`src/rtl/cpu_param_pkg.sv`:
```
// Shared opcode and state definitions for the parametrised accumulator CPU.
package cpu_param_pkg;

  // Instruction opcodes, carried in the top three bits of every instruction word
  localparam logic [2:0] OP_NOP = 3'd0;
  localparam logic [2:0] OP_LDI = 3'd1;
  localparam logic [2:0] OP_ADD = 3'd2;
  localparam logic [2:0] OP_SUB = 3'd3;
  localparam logic [2:0] OP_JMP = 3'd4;
  localparam logic [2:0] OP_JZ  = 3'd5;
  localparam logic [2:0] OP_OUT = 3'd6;
  localparam logic [2:0] OP_HLT = 3'd7;

  // Control FSM states; every instruction visits FETCH then EXEC
  typedef enum logic [1:0] {
    ST_IDLE  = 2'd0,
    ST_FETCH = 2'd1,
    ST_EXEC  = 2'd2,
    ST_HALT  = 2'd3
  } state_e;

endpackage

```
`src/rtl/cpu_prog_mem.sv`:
```
// Program memory: register array with a synchronous write port and a
// combinational read port. Contents survive reset on purpose, so a program
// loaded once can be rerun after any reset.
module cpu_prog_mem #(
  parameter int ADDR_W  = 4,
  parameter int INSTR_W = 7
) (
  input  logic               clk,
  input  logic               we,
  input  logic [ADDR_W-1:0]  waddr,
  input  logic [INSTR_W-1:0] wdata,
  input  logic [ADDR_W-1:0]  raddr,
  output logic [INSTR_W-1:0] rdata
);

  logic [INSTR_W-1:0] mem_q [2**ADDR_W];

  // Write lands at the clock edge where we is high; there is no reset on the array
  always_ff @(posedge clk) begin
    if (we) begin
      mem_q[waddr] <= wdata;
    end
  end

  assign rdata = mem_q[raddr];

endmodule

```
`src/rtl/cpu_param.sv`:
```
// Parametrised accumulator CPU: IDLE/HALT wait for run, then each instruction
// takes one FETCH cycle (ir <- mem[pc]) and one EXEC cycle. ADDR_W is expected
// to be no wider than DATA_W so jump targets fit in the immediate field.
module cpu_param
  import cpu_param_pkg::*;
#(
  parameter int DATA_W  = 4,
  parameter int ADDR_W  = 4,
  parameter int INSTR_W = 3 + DATA_W
) (
  input  logic               clk,
  input  logic               reset,
  input  logic               prog_we,
  input  logic [ADDR_W-1:0]  prog_addr,
  input  logic [INSTR_W-1:0] prog_data,
  input  logic               run,
  output logic [DATA_W-1:0]  output_data,
  output logic               output_valid,
  output logic               halted,
  output logic               busy,
  output logic [ADDR_W-1:0]  pc
);

  state_e               state_q, state_d;
  logic [ADDR_W-1:0]    pc_q, pc_d;
  logic [DATA_W-1:0]    acc_q, acc_d;
  logic                 z_q, z_d;
  logic [INSTR_W-1:0]   ir_q, ir_d;
  logic [DATA_W-1:0]    output_data_q, output_data_d;
  logic                 output_valid_q, output_valid_d;

  logic                 mem_we;
  logic [INSTR_W-1:0]   mem_rdata;
  logic [2:0]           op;
  logic [DATA_W-1:0]    imm;
  logic                 idle_like;

  assign op        = ir_q[INSTR_W-1 -: 3];
  assign imm       = ir_q[DATA_W-1:0];
  assign idle_like = (state_q == ST_IDLE) || (state_q == ST_HALT);

  // Loader writes are only accepted while the core is not executing
  assign mem_we = prog_we && idle_like;

  cpu_prog_mem #(
    .ADDR_W  (ADDR_W),
    .INSTR_W (INSTR_W)
  ) u_prog_mem (
    .clk   (clk),
    .we    (mem_we),
    .waddr (prog_addr),
    .wdata (prog_data),
    .raddr (pc_q),
    .rdata (mem_rdata)
  );

  // FSM state register; reset aborts straight to IDLE
  always_ff @(posedge clk or negedge reset) begin
    if (!reset) begin
      state_q <= ST_IDLE;
    end else begin
      state_q <= state_d;
    end
  end

  // FSM next-state: run starts from IDLE/HALT, HLT parks in HALT
  always_comb begin
    state_d = state_q;
    case (state_q)
      ST_IDLE, ST_HALT: if (run) state_d = ST_FETCH;
      ST_FETCH:         state_d = ST_EXEC;
      ST_EXEC:          state_d = (op == OP_HLT) ? ST_HALT : ST_FETCH;
      default:          state_d = ST_IDLE;
    endcase
  end

  // FSM outputs decoded from the current state
  always_comb begin
    busy   = 1'b0;
    halted = 1'b0;
    case (state_q)
      ST_FETCH, ST_EXEC: busy   = 1'b1;
      ST_HALT:           halted = 1'b1;
      default: begin
        busy   = 1'b0;
        halted = 1'b0;
      end
    endcase
  end

  // Datapath next values: run clears pc/acc, FETCH loads ir, EXEC decodes ir
  always_comb begin
    pc_d           = pc_q;
    acc_d          = acc_q;
    z_d            = z_q;
    ir_d           = ir_q;
    output_data_d  = output_data_q;
    output_valid_d = 1'b0;
    case (state_q)
      ST_IDLE, ST_HALT: begin
        if (run) begin
          pc_d  = '0;
          acc_d = '0;
          z_d   = 1'b1;
        end
      end
      ST_FETCH: begin
        ir_d = mem_rdata;
      end
      ST_EXEC: begin
        pc_d = pc_q + ADDR_W'(1);
        case (op)
          OP_LDI: begin
            acc_d = imm;
            z_d   = (imm == '0);
          end
          OP_ADD: begin
            acc_d = acc_q + imm;
            z_d   = ((acc_q + imm) == '0);
          end
          OP_SUB: begin
            acc_d = acc_q - imm;
            z_d   = ((acc_q - imm) == '0);
          end
          OP_JMP: begin
            pc_d = imm[ADDR_W-1:0];
          end
          OP_JZ: begin
            if (z_q) pc_d = imm[ADDR_W-1:0];
          end
          OP_OUT: begin
            output_data_d  = acc_q;
            output_valid_d = 1'b1;
          end
          OP_HLT: begin
            pc_d = pc_q;
          end
          default: begin
            pc_d = pc_q + ADDR_W'(1);
          end
        endcase
      end
      default: begin
        pc_d = pc_q;
      end
    endcase
  end

  // Datapath and output registers; reset clears everything except memory
  always_ff @(posedge clk or negedge reset) begin
    if (!reset) begin
      pc_q           <= '0;
      acc_q          <= '0;
      z_q            <= 1'b1;
      ir_q           <= '0;
      output_data_q  <= '0;
      output_valid_q <= 1'b0;
    end else begin
      pc_q           <= pc_d;
      acc_q          <= acc_d;
      z_q            <= z_d;
      ir_q           <= ir_d;
      output_data_q  <= output_data_d;
      output_valid_q <= output_valid_d;
    end
  end

  assign output_data  = output_data_q;
  assign output_valid = output_valid_q;
  assign pc           = pc_q;

endmodule

```
`config.mk`:
```
export PLATFORM = sky130hd
export DESIGN_NAME = cpu_param
export DESIGN_NICKNAME = d
export VERILOG_FILES = /design/src/rtl/cpu_param_pkg.sv /design/src/rtl/cpu_prog_mem.sv /design/src/rtl/cpu_param.sv
export SDC_FILE = /design/constraint.sdc
export NUM_CORES = 1
export LEC_CHECK = 0
export ABC_AREA = 1
export BUFFER_PORTS_ARGS = -buffer_cell sky130_fd_sc_hd__buf_4
export CELL_PAD_IN_SITES_DETAIL_PLACEMENT = 0
export CELL_PAD_IN_SITES_GLOBAL_PLACEMENT = 1
export CORE_UTILIZATION = 39
export CTS_CLUSTER_DIAMETER = 120
export CTS_CLUSTER_SIZE = 25
export DETAILED_ROUTE_END_ITERATION = 12
export HOLD_SLACK_MARGIN = 0.06
export PLACE_DENSITY_LB_ADDON = 0.12
export SYNTH_ARGS = -nofsm -noshare
export SYNTH_HDL_FRONTEND = slang
export SYNTH_SLANG_ARGS = --single-unit
```
`constraint.sdc`:
```
create_clock -name clk -period 2.4 [get_ports clk]
set_input_delay 0.36 -clock clk [delete_from_list [all_inputs] [get_ports clk]]
set_output_delay 0.36 -clock clk [all_outputs]
set_load 0.05 [all_outputs]
```
==> impl_metrics.env <==
export IMPL_worst_path_max_fanout=7
export IMPL_ys_types=27
export IMPL_finClkSkew_ns=0.00747
export IMPL_n_antenna_cell=0
export IMPL_tns_ns=0
export IMPL_drv_slew=0
export IMPL_drc_errors=3
export IMPL_antenna_found_initial=0
export IMPL_leakagePower_nw=2.70
export IMPL_hp_class="input port to flop"
export IMPL_violations="DRC"
export IMPL_post_cts_buffers=0
export IMPL_tightest_slew_ns=0.661
export IMPL_yosys_warnings=0
export IMPL_grt_total_usage_pct=19.6
export IMPL_io_pins=26
export IMPL_rows=44
export IMPL_end_kind="flop"
export IMPL_crit_type="flop to flop"
export IMPL_maxCapViolations=0
export IMPL_clock_sinks=135
export IMPL_drt_antenna_violating_nets=0
export IMPL_dr_total_vias=4021
export IMPL_viasPerCell=5.14
export IMPL_relSlewSlack_pct=55.9
export IMPL_dr_pass1_iters=8
export IMPL_drive_above_1_share_pct=14.4
export IMPL_dp_hpwl_mm=9.47
export IMPL_cts_root_buffer="clkbuf_16"
export IMPL_syn_area_per_cell_sq_um=10.8
export IMPL_p_per_area_nw_per_um2=1230
export IMPL_status="finished with violations"
export IMPL_critPathArrivalTime_ns=2.07
export IMPL_core_sq_um=14700
export IMPL_synth_area_sq_um=5920
export IMPL_crit_required_ns=2.46
export IMPL_fin_nets=613
export IMPL_ir_worst_vdd_mv=0.512
export IMPL_gp_congestion=0.809
export IMPL_io_buffers=25
export IMPL_rr_worst_depth=6
export IMPL_clock_latency_ns=0.42
export IMPL_hold_depth=4
export IMPL_grt_first_pass_wirelength_mm=22.5
export IMPL_final_cells=782
export IMPL_start_util_pct=40.3
export IMPL_fmax_mhz=496
export IMPL_wl_per_cell_um=18.3
export IMPL_die_h_um=125
export IMPL_grt_pass1_vias=3865
export IMPL_worstSetupStartpointType="flop"
export IMPL_finalSetupViolCount=0
export IMPL_syn2layout_area_growth_pct=18.6
export IMPL_r2r_slack_ns=0.38
export IMPL_die_w_um=125
export IMPL_path_clk_slew_ns=0.06
export IMPL_ys_ff_latch=135
export IMPL_cts_max_level=4
export IMPL_synth_sequential_area_ratio_pct=66.5
export IMPL_drt_iter0_markers=268
export IMPL_cts_buffers=17
export IMPL_fin_util_pct=47.8
export IMPL_syn_inst=546
export IMPL_min_period_over_period_pct=84.0
export IMPL_cts_tree="done"
export IMPL_final_hold_violation_count=0
export IMPL_syn_nets=574
export IMPL_fin_crit_ns=2.02
export IMPL_dp_slack_ns=0.393
export IMPL_die_area_sq_um=15700
export IMPL_grt_ovfl_total=0
export IMPL_rsz0062_at_grt="no"
export IMPL_dp_cells=749
export IMPL_grt_max_degree=37
export IMPL_cts_max_path_buffers=2
export IMPL_fin_ws_ns=0.384
export IMPL_postRouteWirelength_mm=14.3
export IMPL_hold_slack_ns=0.273
==> metrics by stage <==
step | cell area, sq um | total power [mW]
final | 7030 | 8.65
after global routing | 7030 | 9.14
after CTS | 7030 | 8.73
after detailed placement | 6320 | 5.65
after global placement | 6320 | 5.64
after floorplan | 5920 | 4.86
==> cell usage after synthesis <==
cell | count | share of area [%]
edfxtp_1 | 112 | 57
nor2_1 | 109 | 6.9
nand2_1 | 76 | 4.8
nand3_1 | 56 | 4.7
o21ai_1 | 49 | 4.1
inv_1 | 25 | 1.6
dfrtp_1 | 22 | 9.3
a21oi_1 | 20 | 1.7
o21ai_0 | 15 | 1.3
ha_1 | 11 | 2.3
buf_2 | 10 | 0.84
inv_2 | 6 | 0.38
buf_6 | 5 | 0.95
o22ai_1 | 5 | 0.53
clkbuf_1 | 4 | 0.25
nor2_2 | 4 | 0.42
buf_4 | 3 | 0.38
fa_1 | 2 | 0.68
nand4_1 | 2 | 0.21
xnor2_1 | 2 | 0.30
xor2_1 | 2 | 0.30
a211oi_2 | 1 | 0.21
dfstp_2 | 1 | 0.44
nor3_2 | 1 | 0.17
nor4_1 | 1 | 0.11
o211a_1 | 1 | 0.17
o211ai_1 | 1 | 0.13
==> registers in the layout (all words and copies together), names as in the netlist <==
register          cells
acc_q                 4
ir_q                  7
output_data           4
output_valid          1
pc                    4
state_q               2
u_prog_mem.mem_q    112
z_q                   1
==> path summary, 6_finish.rpt <==
kind,start,to
setup / recovery,state_q[0]$_DFFE_PN0P_,u_prog_mem.mem_q[3][5]$_DFFE_PP_
hold / removal,run,state_q[0]$_DFFE_PN0P_
setup reg to reg,state_q[0]$_DFFE_PN0P_,u_prog_mem.mem_q[3][5]$_DFFE_PP_
hold reg to reg,output_data[1]$_DFFE_PN0P_,output_data[1]$_DFFE_PN0P_
max in group asynchronous,reset,z_q$_DFFE_PN1P_
min in group asynchronous,reset,output_valid$_DFF_PN0_
==> report_power, final <==
group | switching, mW | leakage [nW] | internal (mW)
clock network | 1.01 | 0.332 | 2.06
logic | 1.75 | 1.06 | 0.808
registers | 0.269 | 1.30 | 2.75
==> repair_timing <==
action	CTS	global route
resized for setup	0	0
endpoints found under the hold margin	22	0
hold buffers	1	0
==> cell usage in the layout, fill, tap and decap left out, drive strengths merged, types with 11 or more instances in the layout <==
master / n
a21oi: 20
buf: 41
clkbuf: 17
dfrtp: 22
edfxtp: 112
ha: 11
inv: 34
nand2: 76
nand3: 56
nor2: 113
o21ai: 64
==> cell families (layout without fill, tap and decap cells) <==
kind of cell / Yosys count / after routing / share of synthesized area, %
flops: 135 / 135 / 66.5
fa+ha+maj: 13 / 13 / 3.00
buf+inv: 53 / 105 / 4.39
simple gates: 249 / 249 / 17.4
xor+xnor: 4 / 4 / 0.592
compound gates: 92 / 92 / 8.13
==> per-layer routing <==
metal | routed length [um] | track usage [%]
met1 | 6920 | 27.7
met2 | 6550 | 29.6
met3 | 546 | 3.98
met4 | 272 | 7.60
met5 | 0 | 0
==> layout make-up <==
cell class	instances	area (sq um)
clock buffer	17	425
clock inverter	15	273
timing repair buffer	42	318
sequential	135	3940
fill	1375	7670
multi-input combinational	358	1720
tap	184	230
inverter	31	116
==> critical path, cell delays in order, from the launching register on <==
cell	delay, ns
dfrtp_1	0.43
inv_1	0.06
ha_1	0.30
nand2_1	0.09
inv_1	0.13
nand3_1	0.16
nor2_1	0.49
No activity file was read; power rests on OpenSTA's default activity.
